[config.mk]
export PLATFORM = sky130hd
export DESIGN_NAME = seg_dynamic_drv
export DESIGN_NICKNAME = d
export VERILOG_FILES = /design/src/rtl/seg_dynamic_drv.sv
export SDC_FILE = /design/constraint.sdc
export NUM_CORES = 1
export LEC_CHECK = 0
export CAP_MARGIN = 10
export CORE_UTILIZATION = 57
export DETAILED_ROUTE_END_ITERATION = 10
export PLACE_DENSITY = 0.77
export SYNTH_ARGS = -nofsm -noshare
export SYNTH_HDL_FRONTEND = slang
export SYNTH_SLANG_ARGS = --single-unit
[constraint.sdc]
create_clock -name sys_clk -period 9.2 [get_ports sys_clk]
set_input_delay 2.76 -clock sys_clk [delete_from_list [all_inputs] [get_ports sys_clk]]
set_output_delay 2.76 -clock sys_clk [all_outputs]
set_load 0.1 [all_outputs]
[src/rtl/seg_dynamic_drv.sv]
// Six-digit multiplexed 7-segment driver: sequential binary-to-BCD, blanking, sign, points.
// Optional SEG_ACTIVE_HIGH_EN inverts the segment bus for common-cathode displays.
module seg_dynamic_drv #(
  parameter logic [15:0] SCAN_CNT_MAX = 16'd49_999,
  parameter logic [19:0] DATA_MAX     = 20'd999_999
) (
  input  logic        sys_clk,
  input  logic        sys_rst_n,
  input  logic [19:0] data,
  input  logic [5:0]  point,
  input  logic        seg_en,
  input  logic        sign,
  output logic [5:0]  sel,
  output logic [7:0]  seg
);

`ifdef SEG_ACTIVE_HIGH_EN
  localparam logic [7:0] SEG_OFF = 8'h00;
`else
  localparam logic [7:0] SEG_OFF = 8'hFF;
`endif

  typedef enum logic [1:0] {IDLE, CONV, LOAD} conv_state_t;

  conv_state_t state, next_state;

  logic [19:0] data_sat;
  logic [19:0] data_last;
  logic [19:0] shift_reg;
  logic [23:0] bcd_acc;
  logic [23:0] bcd_adj;
  logic [4:0]  bit_cnt;
  logic        first_flag;
  logic [23:0] disp_reg;
  logic        data_changed;
  logic        conv_start;
  logic        conv_step;
  logic        conv_load;

  logic [15:0] scan_cnt;
  logic [2:0]  idx;
  logic [2:0]  msd;
  logic [3:0]  nib;
  logic [7:0]  code;
  logic [7:0]  seg_pol;

  assign data_sat     = (data > DATA_MAX) ? DATA_MAX : data;
  assign data_changed = first_flag || (data_sat != data_last);

  always_ff @(posedge sys_clk) begin
    if (!sys_rst_n) state <= IDLE;
    else            state <= next_state;
  end

  always_comb begin
    next_state = state;
    case (state)
      IDLE:    if (data_changed) next_state = CONV;
      CONV:    if (bit_cnt == 5'd19) next_state = LOAD;
      LOAD:    next_state = IDLE;
      default: next_state = IDLE;
    endcase
  end

  always_comb begin
    conv_start = 1'b0;
    conv_step  = 1'b0;
    conv_load  = 1'b0;
    case (state)
      IDLE:    conv_start = data_changed;
      CONV:    conv_step  = 1'b1;
      LOAD:    conv_load  = 1'b1;
      default: ;
    endcase
  end

  // Double-dabble correction: any BCD nibble >= 5 gets +3 before the shift.
  always_comb begin
    bcd_adj = bcd_acc;
    for (int n = 0; n < 6; n++) begin
      if (bcd_acc[4*n +: 4] >= 4'd5) bcd_adj[4*n +: 4] = bcd_acc[4*n +: 4] + 4'd3;
    end
  end

  always_ff @(posedge sys_clk) begin
    if (!sys_rst_n) begin
      first_flag <= 1'b1;
      data_last  <= '0;
      shift_reg  <= '0;
      bcd_acc    <= '0;
      bit_cnt    <= '0;
      disp_reg   <= '0;
    end else begin
      if (conv_start) begin
        first_flag <= 1'b0;
        data_last  <= data_sat;
        shift_reg  <= data_sat;
        bcd_acc    <= '0;
        bit_cnt    <= '0;
      end
      if (conv_step) begin
        bcd_acc   <= {bcd_adj[22:0], shift_reg[19]};
        shift_reg <= {shift_reg[18:0], 1'b0};
        bit_cnt   <= bit_cnt + 5'd1;
      end
      if (conv_load) disp_reg <= bcd_acc;
    end
  end

  always_ff @(posedge sys_clk) begin
    if (!sys_rst_n) begin
      scan_cnt <= '0;
      idx      <= '0;
    end else if (scan_cnt == SCAN_CNT_MAX) begin
      scan_cnt <= '0;
      idx      <= (idx == 3'd5) ? 3'd0 : idx + 3'd1;
    end else begin
      scan_cnt <= scan_cnt + 16'd1;
    end
  end

  // A decimal point keeps its digit (and all lower ones) visible.
  always_comb begin
    msd = 3'd0;
    for (int i = 0; i < 6; i++) begin
      if (disp_reg[4*i +: 4] != 4'd0 || point[i]) msd = 3'(i);
    end
  end

  assign nib = disp_reg[{idx, 2'b00} +: 4];

  always_comb begin
    code = 8'hFF;
    if (idx == 3'd0 || idx <= msd) begin
      case (nib)
        4'd0:    code = 8'hC0;
        4'd1:    code = 8'hF9;
        4'd2:    code = 8'hA4;
        4'd3:    code = 8'hB0;
        4'd4:    code = 8'h99;
        4'd5:    code = 8'h92;
        4'd6:    code = 8'h82;
        4'd7:    code = 8'hF8;
        4'd8:    code = 8'h80;
        4'd9:    code = 8'h90;
        default: code = 8'hFF;
      endcase
    end else if (sign && msd < 3'd5 && idx == msd + 3'd1) begin
      code = 8'hBF;
    end
    if (point[idx]) code[7] = 1'b0;
  end

`ifdef SEG_ACTIVE_HIGH_EN
  assign seg_pol = ~code;
`else
  assign seg_pol = code;
`endif

  always_ff @(posedge sys_clk) begin
    if (!sys_rst_n) begin
      sel <= '0;
      seg <= SEG_OFF;
    end else if (seg_en) begin
      sel <= 6'd1 << idx;
      seg <= seg_pol;
    end else begin
      sel <= '0;
      seg <= SEG_OFF;
    end
  end

endmodule

==> qor.csv <==
metric,value,unit
slew_headroom,34.0,%
holdPathStages,1,
placement_rows,38,
htreeDepth,4,
first_pass_iters,6,
synth-async-reset-ratio,0,%
io_pins,44,
drt-initial-drc-count,439,
synth_top_cell_by_area,dfxtp_1,
cts_hold_buf,0,
post-route-util,68.9,%
netlist_area,6500,µm²
cts_root_buffer,clkbuf_16,
multi_input_area,3630,µm²
num_vias,5767,
regArea,2580,µm²
min_to,scan_cnt[0],
crit_type,input port to flip-flop,
die_area,11800,µm²
clock.fmax,171,MHz
drc,0,
grt_pass1_wl,25600,µm
synth_area_per_cell,8.25,µm²
cp-end-kind,flip-flop,
p_per_area,181,nW/µm²
fin_worst_skew,0.00656,ns
min-delay-path-class,flip-flop to flip-flop,
layout.cells.non_filler,971,
core_region_area,11000,µm²
n_fill_cell,872,
start_kind,input port,
status,"complete, no violations",
grt_usage,27.8,%
cp.arrival,6.15,ns
critPathRequiredTime,9.50,ns
cts_max_path_buffers,2,
synth_warnings,0,
hold_start,scan_cnt[0],
grt-ovfl-total,0,
power,1.37,mW
crit_fanout,21,
path_clk_slew,0.05,ns
clock_latency,0.41,ns
gp_congestion,0.890,
finalMaxSlewViolations,0,
r2r-start,disp_reg[17],
setup_tns,0,ns
drt_wl_total,16000,µm
fin_crit_sh,63.6,%
finalCriticalPeriod,5.85,ns
dieWidth,109,µm
stdcell_area,7560,µm²
dp.cells,939,
synth_ff_type,dfxtp_1,
vias_per_cell,5.94,
rr_worst_depth,10,
synth.distinct_cells,72,
yosysSeqAreaShare,39.7,%
synthCells,788,
synthTopCellsByArea,"dfxtp_1 40%, a21oi_1 6.2%, nor2_1 6.0%, nand2_1 5.3%, ha_1 4.4%",
antenna_found_initial,0,
tritoncts,yes,
synth_top_area_share,39.7,%
drtAntennaViolNets,0,
use_met3,5.02,%
maxCapViolations,0,
die_y,109,µm
port_buffers,43,
finalSetupViolations,0,
grt-busiest-layer,met2,
synth_edf_count,0,
cts.repair.resized,0,
rsz0062_at_grt,false,
final_common_cell,dfxtp_1,
wire_per_inst,16.4,µm
grt_use_met1,35.5,%
placed_cell_area,6980,µm²
grt_pass1_vias,5341,
area_delta_synth_final,16.3,%
postCtsSetupBuffers,0,
synth_nets,841,
vdd_drop_max,0.000217,V
cts_buffers,17,
hold_violations,0,
final_cell_mix,"129 x dfxtp_1, 103 x nor2_1, 92 x nand2_1",
drive_gt1_share,6.38,%
fin_nets,871,
use_met2,46.7,%
initial_core_util,59.2,%
tightest_slew,0.987,ns
antennaDiodeCount,0,
hpwl,11200,µm
clkSinkCount,129,
ys_seq_elements,129,
grt_max_degree,40,
rr_endpoint,seg[2],
p_leak,2.83,nW
r2r_slack,6.09,ns
-- per-stage QoR --
| stage | hold slack, ns | setup slack [ns] |
|---|---|---|
| floorplan | 0.418 | 4.31 |
| global placement | 0.430 | 3.02 |
| detailed placement | 0.450 | 2.94 |
| CTS | 0.456 | 3.37 |
| global route | 0.469 | 3.08 |
| finish | 0.456 | 3.35 |
-- cells in the mapped netlist (6+ instances only) --
cell	number
nor4_1	7
mux2i_1	15
a21oi_1	81
o21ai_0	28
nand2_1	92
ha_1	23
a222oi_1	6
a21o_1	10
clkbuf_1	23
nand3_1	24
nand2b_1	19
inv_1	34
dfxtp_1	129
xor2_1	19
xnor2_1	15
a221o_1	10
nor3_1	28
o21ai_1	7
and3_1	7
a31oi_1	9
nor2_1	104
and4_1	7
nor2b_1	10
-- kinds of logic (layout without fill, tap and decap cells) --
| group | after synthesis | in the layout | share of synthesized area, % |
|---|---|---|---|
| simple gates | 327 | 327 | 24.4 |
| compound gates | 186 | 186 | 19.0 |
| flops | 129 | 129 | 39.7 |
| buf+inv | 71 | 114 | 4.52 |
| xor+xnor | 34 | 34 | 4.58 |
| fa+ha+maj | 23 | 23 | 4.43 |
| mux | 18 | 18 | 3.35 |
-- area by class of cell --
type | instances | area share, %
clock buffer | 24 | 6.37
timing repair buffer | 47 | 6.09
tap | 140 | 2.32
clock inverter | 8 | 1.37
inverter | 35 | 1.74
sequential | 129 | 34.1
multi-input combinational | 588 | 48.0
-- per-layer routing --
layer	part of all wire [%]	wire length [µm]	vias to the layer above
met4	1.5	244	0
met3	4.4	702	21
li1	-	-	2839
met2	49	7750	155
met1	46	7280	2752
met5	0	0	-
-- critical path: stages --
cell,delay [ns]
clkdlybuf4s50_1,0.67
nor2_1,0.19
a311o_2,0.52
o21ai_0,0.44
nor3_2,0.13
a211oi_4,0.69
buf_4,0.37
nand2b_4,0.27
nor2_1,0.08
-- worst max path at each step --
stage | from | endpoint | slack (ns) | cells past startpoint
finish | data[15] | bcd_acc[9] | 3.35 | 9
global route | data[15] | bcd_acc[10] | 3.08 | 10
CTS | data[15] | bcd_acc[9] | 3.37 | 9
detailed placement | data[15] | bcd_acc[9] | 2.94 | 9
global placement | data[15] | bcd_acc[10] | 3.02 | 9
floorplan | point[4] | seg[2] | 4.31 | 10
-- report_power, final --
part	leakage, nW	switching [mW]	internal [mW]
Clock	0.273	0.236	0.420
Combinational	1.51	0.0753	0.0485
Sequential	1.05	0.0155	0.577
Total	2.83	0.327	1.05
Note: power is estimated with default switching activity, not from simulation.
